==> config.mk <==
export PLATFORM = sky130hd
export DESIGN_NAME = pickup_ctrl
export DESIGN_NICKNAME = d
export VERILOG_FILES = /design/src/rtl/pickup_ctrl.sv
export SDC_FILE = /design/constraint.sdc
export NUM_CORES = 1
export LEC_CHECK = 0
export CORE_ASPECT_RATIO = 1.1
export CORE_MARGIN = 3
export CORE_UTILIZATION = 40
export DETAILED_ROUTE_END_ITERATION = 6
export MAX_ROUTING_LAYER = met4
export PLACE_DENSITY = 0.75
export SLEW_MARGIN = 0
export SYNTH_ARGS = -nofsm -noshare
export SYNTH_HDL_FRONTEND = slang
export SYNTH_SLANG_ARGS = --single-unit
==> constraint.sdc <==
create_clock -name clk_2 -period 2.1 [get_ports clk_2]
set_input_delay 0.525 -clock clk_2 [delete_from_list [all_inputs] [get_ports clk_2]]
set_output_delay 0.525 -clock clk_2 [all_outputs]
set_load 0.005 [all_outputs]
==> src/rtl/pickup_ctrl.sv <==
`default_nettype none
// ============================================================================
// pickup_ctrl : operator-stage pickup-code matcher with wrong-code lockout
//               and entry inactivity timeout
// Revision    : 1.0
// ============================================================================
module pickup_ctrl #(
  parameter logic [127:0] CODES        = 128'h0007_0006_0005_0004_0003_0002_0001_0000,
  parameter int           MAX_TRIES    = 3,
  parameter int           LOCK_CYCLES  = 20,
  parameter int           IDLE_TIMEOUT = 10,
  parameter int           PLAY_WAIT    = 4
) (
  input  logic        clk_2,
  input  logic        rst,
  input  logic        key_valid,
  input  logic [3:0]  key_val,
  input  logic [7:0]  full,
  input  logic        playing,
  output logic [3:0]  taking,
  output logic        play_start,
  output logic        err,
  output logic        locked,
  output logic [15:0] entry,
  output logic [2:0]  digit_cnt
);

  localparam int TMAX_A = (LOCK_CYCLES > IDLE_TIMEOUT) ? LOCK_CYCLES : IDLE_TIMEOUT;
  localparam int TMAX   = (TMAX_A > PLAY_WAIT) ? TMAX_A : PLAY_WAIT;
  localparam int TW     = $clog2(TMAX + 1);
  localparam int NW     = $clog2(MAX_TRIES + 1);
  localparam logic [3:0] KEY_CLR = 4'hA;
  localparam logic [3:0] KEY_ENT = 4'hB;

  typedef enum logic [2:0] {
    S_IDLE      = 3'd0,
    S_ENTRY     = 3'd1,
    S_CHECK     = 3'd2,
    S_OPEN      = 3'd3,
    S_WAIT_DONE = 3'd4,
    S_LOCKOUT   = 3'd5
  } state_t;

  state_t          state_q;
  logic [3:0]      taking_q;
  logic            play_start_q;
  logic            err_q;
  logic            locked_q;
  logic [15:0]     entry_q;
  logic [2:0]      digit_cnt_q;
  logic [NW-1:0]   tries_q;
  logic [TW-1:0]   timer_q;

  logic            is_digit;
  logic            hit;
  logic [2:0]      hit_idx;

  assign is_digit = (key_val <= 4'd9);

  // Scan high-to-low so the lowest occupied matching locker wins.
  always_comb begin
    hit     = 1'b0;
    hit_idx = 3'd0;
    for (int i = 7; i >= 0; i--) begin
      if (entry_q == CODES[16*i +: 16] && full[i]) begin
        hit     = 1'b1;
        hit_idx = 3'(i);
      end
    end
  end

  // The match result is registered on the enter key, so play_start/err are
  // visible during the single CHECK cycle and CHECK only picks the next state.
  always_ff @(posedge clk_2 or negedge rst) begin
    if (!rst) begin
      state_q      <= S_IDLE;
      taking_q     <= 4'hF;
      play_start_q <= 1'b0;
      err_q        <= 1'b0;
      locked_q     <= 1'b0;
      entry_q      <= 16'h0;
      digit_cnt_q  <= 3'd0;
      tries_q      <= '0;
      timer_q      <= '0;
    end else begin
      play_start_q <= 1'b0;
      err_q        <= 1'b0;
      case (state_q)
        S_IDLE: begin
          timer_q <= '0;
          if (key_valid && is_digit) begin
            entry_q     <= {12'h0, key_val};
            digit_cnt_q <= 3'd1;
            state_q     <= S_ENTRY;
          end
        end
        S_ENTRY: begin
          if (key_valid) begin
            timer_q <= '0;
            if (is_digit) begin
              if (digit_cnt_q != 3'd4) begin
                entry_q     <= {entry_q[11:0], key_val};
                digit_cnt_q <= digit_cnt_q + 3'd1;
              end
            end else if (key_val == KEY_CLR) begin
              entry_q     <= 16'h0;
              digit_cnt_q <= 3'd0;
              state_q     <= S_IDLE;
            end else if (key_val == KEY_ENT) begin
              if (digit_cnt_q == 3'd4) begin
                state_q <= S_CHECK;
                if (hit) begin
                  taking_q     <= {1'b0, hit_idx};
                  play_start_q <= 1'b1;
                  tries_q      <= '0;
                end else begin
                  err_q   <= 1'b1;
                  tries_q <= tries_q + NW'(1);
                end
              end else begin
                entry_q     <= 16'h0;
                digit_cnt_q <= 3'd0;
                err_q       <= 1'b1;
                state_q     <= S_IDLE;
              end
            end
          end else if (timer_q == TW'(IDLE_TIMEOUT - 1)) begin
            timer_q     <= '0;
            entry_q     <= 16'h0;
            digit_cnt_q <= 3'd0;
            state_q     <= S_IDLE;
          end else begin
            timer_q <= timer_q + TW'(1);
          end
        end
        S_CHECK: begin
          timer_q     <= '0;
          entry_q     <= 16'h0;
          digit_cnt_q <= 3'd0;
          if (play_start_q) begin
            state_q <= S_OPEN;
          end else if (tries_q == NW'(MAX_TRIES)) begin
            locked_q <= 1'b1;
            state_q  <= S_LOCKOUT;
          end else begin
            state_q <= S_IDLE;
          end
        end
        S_OPEN: begin
          if (playing) begin
            timer_q <= '0;
            state_q <= S_WAIT_DONE;
          end else if (timer_q == TW'(PLAY_WAIT - 1)) begin
            timer_q <= '0;
            state_q <= S_IDLE;
          end else begin
            timer_q <= timer_q + TW'(1);
          end
        end
        S_WAIT_DONE: begin
          if (!playing) state_q <= S_IDLE;
        end
        S_LOCKOUT: begin
          if (timer_q == TW'(LOCK_CYCLES - 1)) begin
            timer_q  <= '0;
            locked_q <= 1'b0;
            tries_q  <= '0;
            state_q  <= S_IDLE;
          end else begin
            timer_q <= timer_q + TW'(1);
          end
        end
        default: state_q <= S_IDLE;
      endcase
    end
  end

  assign taking     = taking_q;
  assign play_start = play_start_q;
  assign err        = err_q;
  assign locked     = locked_q;
  assign entry      = entry_q;
  assign digit_cnt  = digit_cnt_q;

endmodule
`default_nettype wire

* Word-level counts from Yosys, hierarchy flattened
Index checks and enable logic that the tools add are counted.
** Storage, ports and cells
- Output and inout bits :: 26
- Input bits :: 16
- Register bits :: 36
- Logic and storage cells :: 151
** Cells by class
- Mux-type cells :: 78
- Reductions and logical operators :: 21
- Bitwise gates (word level) :: 2
- Order comparisons :: 1
- Add/sub/neg operators :: 3
- Equal/unequal tests :: 37
** Operators with widths (count)
- $mux 16 :: 8
- $mux 3 :: 26
- $eq 16x3->1 const B :: 4
- $pmux 16 s3 :: 1
- $eq 16x2->1 const B :: 2
- $mux 1 :: 25
- $mux 5 :: 5
- $reduce_and 7->1 :: 3
- $ne 2x2->1 const B :: 10
- $pmux 5 s4 :: 1
- $pmux 3 s6 :: 1
- $eq 16x1->1 const B :: 1
- $logic_not 16->1 :: 1
- $mux 2 :: 8
- $ne 3x3->1 const B :: 4
- $ne 5x5->1 const B :: 2
- $eq 3x3->1 const B :: 3
- $logic_and 1x1->1 :: 9
- $pmux 3 s3 :: 1
- $eq 4x4->1 const B :: 2
- $ne 4x4->1 const B :: 2
- $eq 3x2->1 const B :: 2
- $reduce_and 6->1 :: 1
- $add 5x1->5 const B :: 1
- 17 further kinds :: 19

* Logic depth before layout (Yosys ltp)
Gate-level depths: netlist of run 1.
- Depth in word-level cells :: 17
- Gate-level depth with buffers :: 9
- Mapped depth without buffers :: 7

* Least setup slack after synthesis of run 1
OpenSTA, ideal clock, no wires.
- Kind :: reg2reg
- Start point :: reg timer_q[0]
- End point :: reg timer_q[2]
- Stages on the path, launching flop included :: 7
- Clock period less this slack :: 1768 ps
- Data arrival time :: 1646 ps
- Setup slack :: 332 ps
- Required time :: 1978 ps
- Library setup time :: 122 ps
- Path through :: dfrtp_1 > ha_1 > inv_1 > o41ai_1 > a21o_2 > o21ai_2 > a32o_1
** On the way
- Word-level cells in the longest chain between the ends :: 4
- Elaborated cells on any way between the ends :: 10
- Classes of those cells :: 1 x add/sub; 3 x eq/ne; 6 x mux
** Ends and longest elaborated chain
- from (decl) :: RTL line 52 : logic [TW-1:0] timer_q;
- from (signal assigned) :: RTL line 133 : timer_q <= timer_q + TW'(1);
- from (signal assigned) :: RTL line 157 : timer_q <= timer_q + TW'(1);
- from (signal assigned) :: RTL line 170 : timer_q <= timer_q + TW'(1);
- $add 5x1->5, or another cell as far along :: RTL line 133, 157, 170
- $mux 5 (on tied branches) :: RTL line 153, 127
- $mux 5 (on tied branches) :: RTL line 150, 98
- $pmux 5 s4 (*) :: RTL line 88 : case (state_q)
Every way passes the cells marked *; elsewhere a longest branch is shown, timed or not.
A chain may end at the register's enable or synchronous reset.

* Worst setup path after layout of run 1
- Start point :: in key_val[2]
- End point :: reg digit_cnt_q[0] (netlist: digit_cnt[0])
** On the way
- Word-level cells in the longest chain between the ends :: 5
- Elaborated cells on any way between the ends :: 13
- Classes of those cells :: 1 x order compare; 6 x eq/ne; 4 x mux; 2 x reduce/logical
** Ends and longest elaborated chain
- from (decl) :: RTL line 17 : input logic [3:0] key_val,
- parallel branches: the longest is 5 deep, another holds $le 4x4->1
- to (signal assigned) :: RTL line 103 : digit_cnt_q <= digit_cnt_q + 3'd1;
- to (decl) :: RTL line 50 : logic [2:0] digit_cnt_q;
Several ways; the timed one is not identified.

==> results.md, run 1 <==
## Worst setup path
* Setup crit end kind: flip-flop
* family of cells with the greatest summed delay on the critical path: buffers and inverters
* cell breakdown of the critical path: clkdlybuf4s50_1 > and4bb_2 > o32ai_1 > a311o_2 > buf_12 > nor2_1 > a21oi_2
* critical path required time: 2.29 ns
* worst setup path category: in -> reg
* Worst EP arrival: 2.15 ns
* Reg2Reg Setup Slack: 0.18 ns
* library cell contributing the largest single delay on the critical path: sky130_fd_sc_hd__clkdlybuf4s50_1
* startpoint class of the critical path: input port
* critical path launch point: key_val[2]
* FF-to-FF Start: timer_q[0]$_DFFE_PN0P_
* buffer and inverter count on the worst path: 2
* longest individual stage delay on the worst path: 0.47 ns
* Worst Path Max Fanout: 12

## Hold path
* Hold WC Path Type: in -> async

## STA
* post-route fraction of the period consumed by the critical path: 0.936
* final critical delay including setup and external delays: 1.97 ns
* final count of pins violating max slew: 0
* # setup viols final: 0
* number of hold violations in the final report: 0
* Total Neg Setup Slack: 0 ns
* final worst setup slack: 0.134 ns
* normalized max-slew margin: 0.683
* setup repair after global routing missed its margin: false
* worst hold slack across all endpoints: 0.264 ns
* Fin Clk Skew: 0.0115 ns
* Least-Margin Pin Slew: 0.476 ns
* FMAX: 509 MHz

## GRT
* initial antenna violation count: 0
* vias in the first global route: 1953
* global-route wire length before repair: 8.96 mm
* Tot GR Track Use: 0.190
* largest net degree at the start of global routing: 37
* overflow left after global routing: 0

## Yosys
* most used flip-flop cell after synthesis: sky130_fd_sc_hd__dfrtp_1
* top post-synthesis cells by count: sky130_fd_sc_hd__nand2_1, sky130_fd_sc_hd__dfrtp_1, sky130_fd_sc_hd__o21ai_0, sky130_fd_sc_hd__o21ai_2, sky130_fd_sc_hd__o21ai_1
* cells taking the most area after synthesis: sky130_fd_sc_hd__dfrtp_1, sky130_fd_sc_hd__nand2_1, sky130_fd_sc_hd__dfstp_2
* proportion of synthesized flip-flops having asynchronous set or reset: 1.00
* flops & latches, synth: 36
* synthesized instance count: 228
* cell area after synthesis: 0.00214 mm²
* post-synthesis area per instance: 9.41 µm²
* sequential cell area fraction in the yosys report: 0.422
* unique cell type count in the Yosys netlist: 54
* area share of the largest cell type after synthesis: 0.373
* Yosys warning count: 0
* net count after synthesis: 249
* cell type contributing the most total cell area after synthesis: sky130_fd_sc_hd__dfrtp_1
* cell with the most instances after synthesis: sky130_fd_sc_hd__nand2_1
* number of flops mapped to enable cells by yosys: 0

## CTS
* Clock Tree Root: sky130_fd_sc_hd__clkbuf_8
* Clk pin slew, worst setup/hold paths: 0.08 ns
* CTS Sinks: 36
* number of buffers added by the clock tree synthesis step: 5
* H-Tree Level Count: 2
* latest clock arrival within the worst-skew pair: 0.29 ns
* Post-CTS Setup Inserts: 0
* Bufs on Longest Clock Path: 2
* clock tree from TritonCTS: yes

## Placed design
* Placed Area: 0.00273 mm²
* PortBufs: 41
* global placement routability congestion: 0.948
* final HPWL from detailed placement: 3.83 mm
* pre-CTS setup slack: -0.209 ns

## Detailed routing
* remaining antenna violation count: 0
* drt first pass iters: 4
* initial DRC count: 109
* length of routed met3 wiring: 262 µm
* DRC violations left: 0
* uppermost signal routing layer after detailed routing: met4
* drt total wl: 5.29 mm
* vias post-DR: 1947
* Routed wire per std cell: 14.7 µm
* routed vias/inst: 5.42
* routed wl met2: 2.69 mm
* wire length on met1: 2.26 mm

## Final layout
* post-route cell area: 0.00288 mm²
* fraction of layout instances using a drive strength above 1: 0.206
* post-synthesis to final-layout area growth: 34.3%
* net count reported at finish: 307
* ANT cells: 0
* count of filler cells inserted in the layout: 469
* register cell area after layout: 906 µm²
* total area of multi-input combinational cells: 0.00112 mm²

## Job
* # Max-Cap Violations: 0

## Pwr
* power per cell area: 905 mW/mm²
* leakage power: 0.00120 µW
* Final Power: 2610 µW
* Peak VDD IR: 0.000533 V

## Floorplan
* Die H: 82.8 µm
* I/O pin cnt: 42
* width of the die: 75.8 µm
* Core Box Area: 0.00510 mm²
* area of the die: 0.00628 mm²
* row cnt: 27
* Initial Utilization: 0.420

## Status
* outcome: finished, final reports clean

==> cell type report <==
cell class | count | share of cell area
repair buffers | 63 | 0.215
clock inverters | 3 | 0.0148
clock buffers | 5 | 0.0239
inverters | 8 | 0.0104
multi-input cells | 172 | 0.390
flip-flops and latches | 36 | 0.315
well taps | 72 | 0.0313
==> cells in the final DEF (no fill, tap or decap), types with 4 or more instances in the layout <==
cell type	netlist	routed
sky130_fd_sc_hd__nor4_1	4	4
sky130_fd_sc_hd__and4bb_2	4	4
sky130_fd_sc_hd__ha_1	5	5
sky130_fd_sc_hd__clkdlybuf4s50_1	0	39
sky130_fd_sc_hd__nor2_1	5	5
sky130_fd_sc_hd__a21oi_1	5	5
sky130_fd_sc_hd__dfrtp_1	32	32
sky130_fd_sc_hd__buf_4	2	18
sky130_fd_sc_hd__clkbuf_8	0	5
sky130_fd_sc_hd__o21ai_1	10	10
sky130_fd_sc_hd__dfstp_2	4	4
sky130_fd_sc_hd__o21ai_2	12	12
sky130_fd_sc_hd__o31ai_1	5	5
sky130_fd_sc_hd__mux2i_1	5	5
sky130_fd_sc_hd__nand2_1	54	54
sky130_fd_sc_hd__inv_1	8	8
sky130_fd_sc_hd__o21ai_0	12	12
==> routing by layer <==
metal / global-route usage / up-vias
met4: 0.0542 / 0
met5: - / -
met2: 0.316 / 60
met3: 0.0349 / 8
li1: - / 948
met1: 0.234 / 931
==> worst paths after layout <==
kind                                            end  cells after the start
setup / recovery           digit_cnt[0]$_DFFE_PN0P_                      7
hold / removal               state_q[1]$_DFFE_PN0P_                      2
setup reg to reg             timer_q[2]$_DFFE_PN0P_                      7
hold reg to reg               taking[3]$_DFFE_PN1P_                      1
max in group asynchronous     taking[2]$_DFFE_PN1P_                      2
min in group clk_2            taking[3]$_DFFE_PN1P_                      1
==> sequential cells by signal, indices dropped and copies added (netlist names), 2 cells and up <==
| register | flops |
|---|---|
| state_q | 3 |
| entry | 16 |
| timer_q | 5 |
| digit_cnt | 3 |
| taking | 4 |
| tries_q | 2 |
==> metrics by stage <==
stage	util	std cells
after floorplan	-	228
after global routing	0.565	359
final	0.565	359
after detailed placement	0.535	350
after global placement	0.535	350
after CTS	0.557	358
==> report_power, final <==
group	switching, µW	total, µW	internal (µW)
Combinational	523	1050	525
Sequential	161	942	781
Clock	266	617	352
==> logic make-up (layout without fill, tap and decap cells) <==
family,count (synthesis),count (layout),synth area share
flops,36,36,0.422
buf+inv,20,79,0.0578
simple gates,94,94,0.236
compound gates,66,66,0.215
fa+ha+maj,5,5,0.0292
mux,7,7,0.0391
==> timing repair <==
action,in CTS,in global routing
gates resized for setup,0,4
endpoints found under the setup margin,0,20
hold buffers,0,0
(Power assumes the default switching activity.)
==> run 2, diff against run 1 <==
--- a/config.mk
+++ b/config.mk
@@ -11,6 +11,7 @@
 export DETAILED_ROUTE_END_ITERATION = 6
 export MAX_ROUTING_LAYER = met4
 export PLACE_DENSITY = 0.75
+export SKIP_CTS_REPAIR_TIMING = 1
 export SLEW_MARGIN = 0
 export SYNTH_ARGS = -nofsm -noshare
 export SYNTH_HDL_FRONTEND = slang
==> results of run 2 <==
Final layout, timing and power as in run 1 (identical DEF).
==> run 3, diff against run 2 <==
--- a/config.mk
+++ b/config.mk
@@ -7,10 +7,10 @@
 export LEC_CHECK = 0
 export CORE_ASPECT_RATIO = 1.1
 export CORE_MARGIN = 3
-export CORE_UTILIZATION = 40
+export CORE_UTILIZATION = 41
 export DETAILED_ROUTE_END_ITERATION = 6
 export MAX_ROUTING_LAYER = met4
-export PLACE_DENSITY = 0.75
+export PLACE_DENSITY = 0.7
 export SKIP_CTS_REPAIR_TIMING = 1
 export SLEW_MARGIN = 0
 export SYNTH_ARGS = -nofsm -noshare
==> results.md, run 3 (synthesized netlist as in run 1, its figures left out) <==
## Floorplan
* Initial Utilization: 0.442, +0.0220
* row cnt: 26, -3.7%
* area of the die: 0.00614 mm², -2.3%
* Die H: 81.9 µm, -1.1%
* Core Box Area: 0.00485 mm², -5.0%
* I/O pin cnt: 42, unchanged
* width of the die: 75.0 µm, -1.1%

## Pwr
* Final Power: 2420 µW, -7.1%
* power per cell area: 868 mW/mm², -4.1%
* P_int: 1490 µW, -10%
* switching power: 930 µW, -2.1%
* fraction of power spent switching nets: 0.384, +0.0199
* Peak VDD IR: 0.000477 V, -10%
* sequential fraction of design power: 0.395, +0.034
* leakage power: 0.00116 µW, -3.6%
* logic gate share of total power: 0.407, +0.005
* fraction of power consumed by the clock network: 0.198, -0.039

## Worst setup path
* Setup crit end kind: flip-flop
* critical path required time: 2.28 ns, about the same
* Reg2Reg Setup Slack: 0.23 ns, +0.05 ns
* startpoint class of the critical path: input port
* Worst EP arrival: 2.16 ns, about the same
* R2R cell count: 7, unchanged
* worst setup path category: in -> reg
* FF-to-FF Start: timer_q[0]$_DFFE_PN0P_
* Worst Path Max Fanout: 24, +12
* RR Endpoint: digit_cnt[0]$_DFFE_PN0P_

## STA
* final count of pins violating max slew: 0, unchanged
* setup repair after global routing missed its margin: false
* # setup viols final: 0, unchanged
* post-route fraction of the period consumed by the critical path: 0.943, +0.00717
* final worst setup slack: 0.119 ns, -0.0151 ns
* Fin Clk Skew: 0.00846 ns, -0.00306 ns
* Least-Margin Pin Slew: 0.469 ns, -0.00641 ns
* worst hold slack across all endpoints: 0.267 ns, +0.00269 ns
* number of hold violations in the final report: 0, unchanged
* FMAX: 505 MHz, -0.76%
* normalized max-slew margin: 0.687, +0.00427
* final critical delay including setup and external delays: 1.98 ns, +0.0151 ns

## GRT
* Tot GR Track Use: 0.196, +0.00625
* overflow left after global routing: 0, unchanged
* global-route wire length before repair: 9.06 mm, +1.2%
* largest net degree at the start of global routing: 37, unchanged
* initial antenna violation count: 0, unchanged
* vias in the first global route: 1904, -2.5%

## Detailed routing
* remaining antenna violation count: 0, unchanged
* initial DRC count: 90, -17%
* drt first pass iters: 4, unchanged
* drt total wl: 5.21 mm, -1.5%
* routed vias/inst: 5.67, +4.6%
* Routed wire per std cell: 15.3 µm, +3.7%
* vias post-DR: 1934, -0.67%
* DRC violations left: 0, unchanged

## Final layout
* count of filler cells inserted in the layout: 450, -4.1%
* register cell area after layout: 906 µm², unchanged
* post-synthesis to final-layout area growth: 30.1%
* final cell count without fillers: 341, -5.0%
* ANT cells: 0, unchanged
* commonest non-fill, non-tap cells in the layout: sky130_fd_sc_hd__nand2_1, sky130_fd_sc_hd__clkdlybuf4s50_1, sky130_fd_sc_hd__dfrtp_1
* max reg flops: 16, unchanged
* total area of multi-input combinational cells: 0.00112 mm², -0.11%
* fraction of layout instances using a drive strength above 1: 0.189, -0.0161
* most common library cell in the layout ignoring fill and taps: sky130_fd_sc_hd__nand2_1
* net count reported at finish: 305, -0.65%
* post-route cell area: 0.00279 mm², -3.1%

## CTS
* Clock Tree Root: sky130_fd_sc_hd__clkbuf_8
* Bufs on Longest Clock Path: 2, unchanged
* H-Tree Level Count: 2, unchanged
* CTS Sinks: 36, unchanged
* clock tree from TritonCTS: yes
* Clk pin slew, worst setup/hold paths: 0.07 ns, about the same
* latest clock arrival within the worst-skew pair: 0.29 ns, about the same
* number of buffers added by the clock tree synthesis step: 5, unchanged

## Job
* # Max-Cap Violations: 0, unchanged

## Hold path
* Hold WC Path Type: in -> async

## Placed design
* cell count after placement: 333, -4.9%
* global placement routability congestion: 0.859, -9.4%
* final HPWL from detailed placement: 3.85 mm, +0.54%
* Placed Area: 0.00270 mm², -1.0%
* pre-CTS setup slack: -0.184 ns, +0.0252 ns
* PortBufs: 41, unchanged

## Status
* outcome: finished, final reports clean

## run 3: changes by cell type in the layout (fill, tap and decap cells not counted), sizes merged
cell,before,now
buf,22,21
bufinv,1,0
dlymetal6s2s,1,0
clkdlybuf4s50,39,40
clkinvlp,1,0
clkbuf,6,7
## run 3: critical path: stages
cell and delay [ns]:
sky130_fd_sc_hd__clkdlybuf4s50_1 0.47, sky130_fd_sc_hd__and4bb_2 0.34, sky130_fd_sc_hd__o32ai_1 0.07, sky130_fd_sc_hd__a311o_1 0.39
sky130_fd_sc_hd__buf_12 0.19, sky130_fd_sc_hd__nor2_1 0.13, sky130_fd_sc_hd__a21oi_2 0.04
## run 3: through the flow
step	util	TNS (ns)
final	0.576	0
after floorplan	-	0
after global placement	0.557	-2.70
after CTS	0.574	0
after global routing	0.576	0
after detailed placement	0.557	-2.92
## run 3: cell type report
| cell class | count | area share |
|---|---|---|
| inverter | 8 | 0.0108 |
| multi-input combinational | 172 | 0.402 |
| clock inverter | 1 | 0.00179 |
| clock buffer | 7 | 0.0274 |
| timing repair buffer | 61 | 0.208 |
| sequential | 36 | 0.325 |
| tap | 56 | 0.0251 |
## run 3: worst max path at each step
| stage | end | cells after the start | startpoint | slack (ns) |
|---|---|---|---|---|
| 5_1_grt | digit_cnt[0]$_DFFE_PN0P_ | 7 | key_val[3] | 0.006 |
| 6_report | digit_cnt[0]$_DFFE_PN0P_ | 7 | key_val[2] | 0.12 |
| 3_3_place_gp | digit_cnt[0]$_DFFE_PN0P_ | 7 | key_val[2] | -0.17 |
| 3_5_place_dp | digit_cnt[0]$_DFFE_PN0P_ | 7 | key_val[2] | -0.18 |
| 4_1_cts | state_q[0]$_DFFE_PN0P_ | 6 | timer_q[0]$_DFFE_PN0P_ | 0.08 |
| 2_1_floorplan | timer_q[2]$_DFFE_PN0P_ | 6 | timer_q[0]$_DFFE_PN0P_ | 0.33 |
## run 3: power by group through the flow
stage               clock network, µW  registers, µW  logic [µW]
detailed placement                  0            966         985
CTS                               493            957         990
floorplan                           0            883         704
finish                            481            956         984
global route                      527            979        1100
global placement                    0            964         968
## run 3: per-layer routing
| layer | share of wire | up-vias | track usage | wire length, µm |
|---|---|---|---|---|
| li1 | - | 948 | - | - |
| met1 | 0.45 | 933 | 0.248 | 2370 |
| met2 | 0.50 | 46 | 0.319 | 2590 |
| met3 | 0.036 | 7 | 0.0330 | 185 |
| met4 | 0.012 | 0 | 0.0623 | 64 |
| met5 | 0 | - | - | 0 |
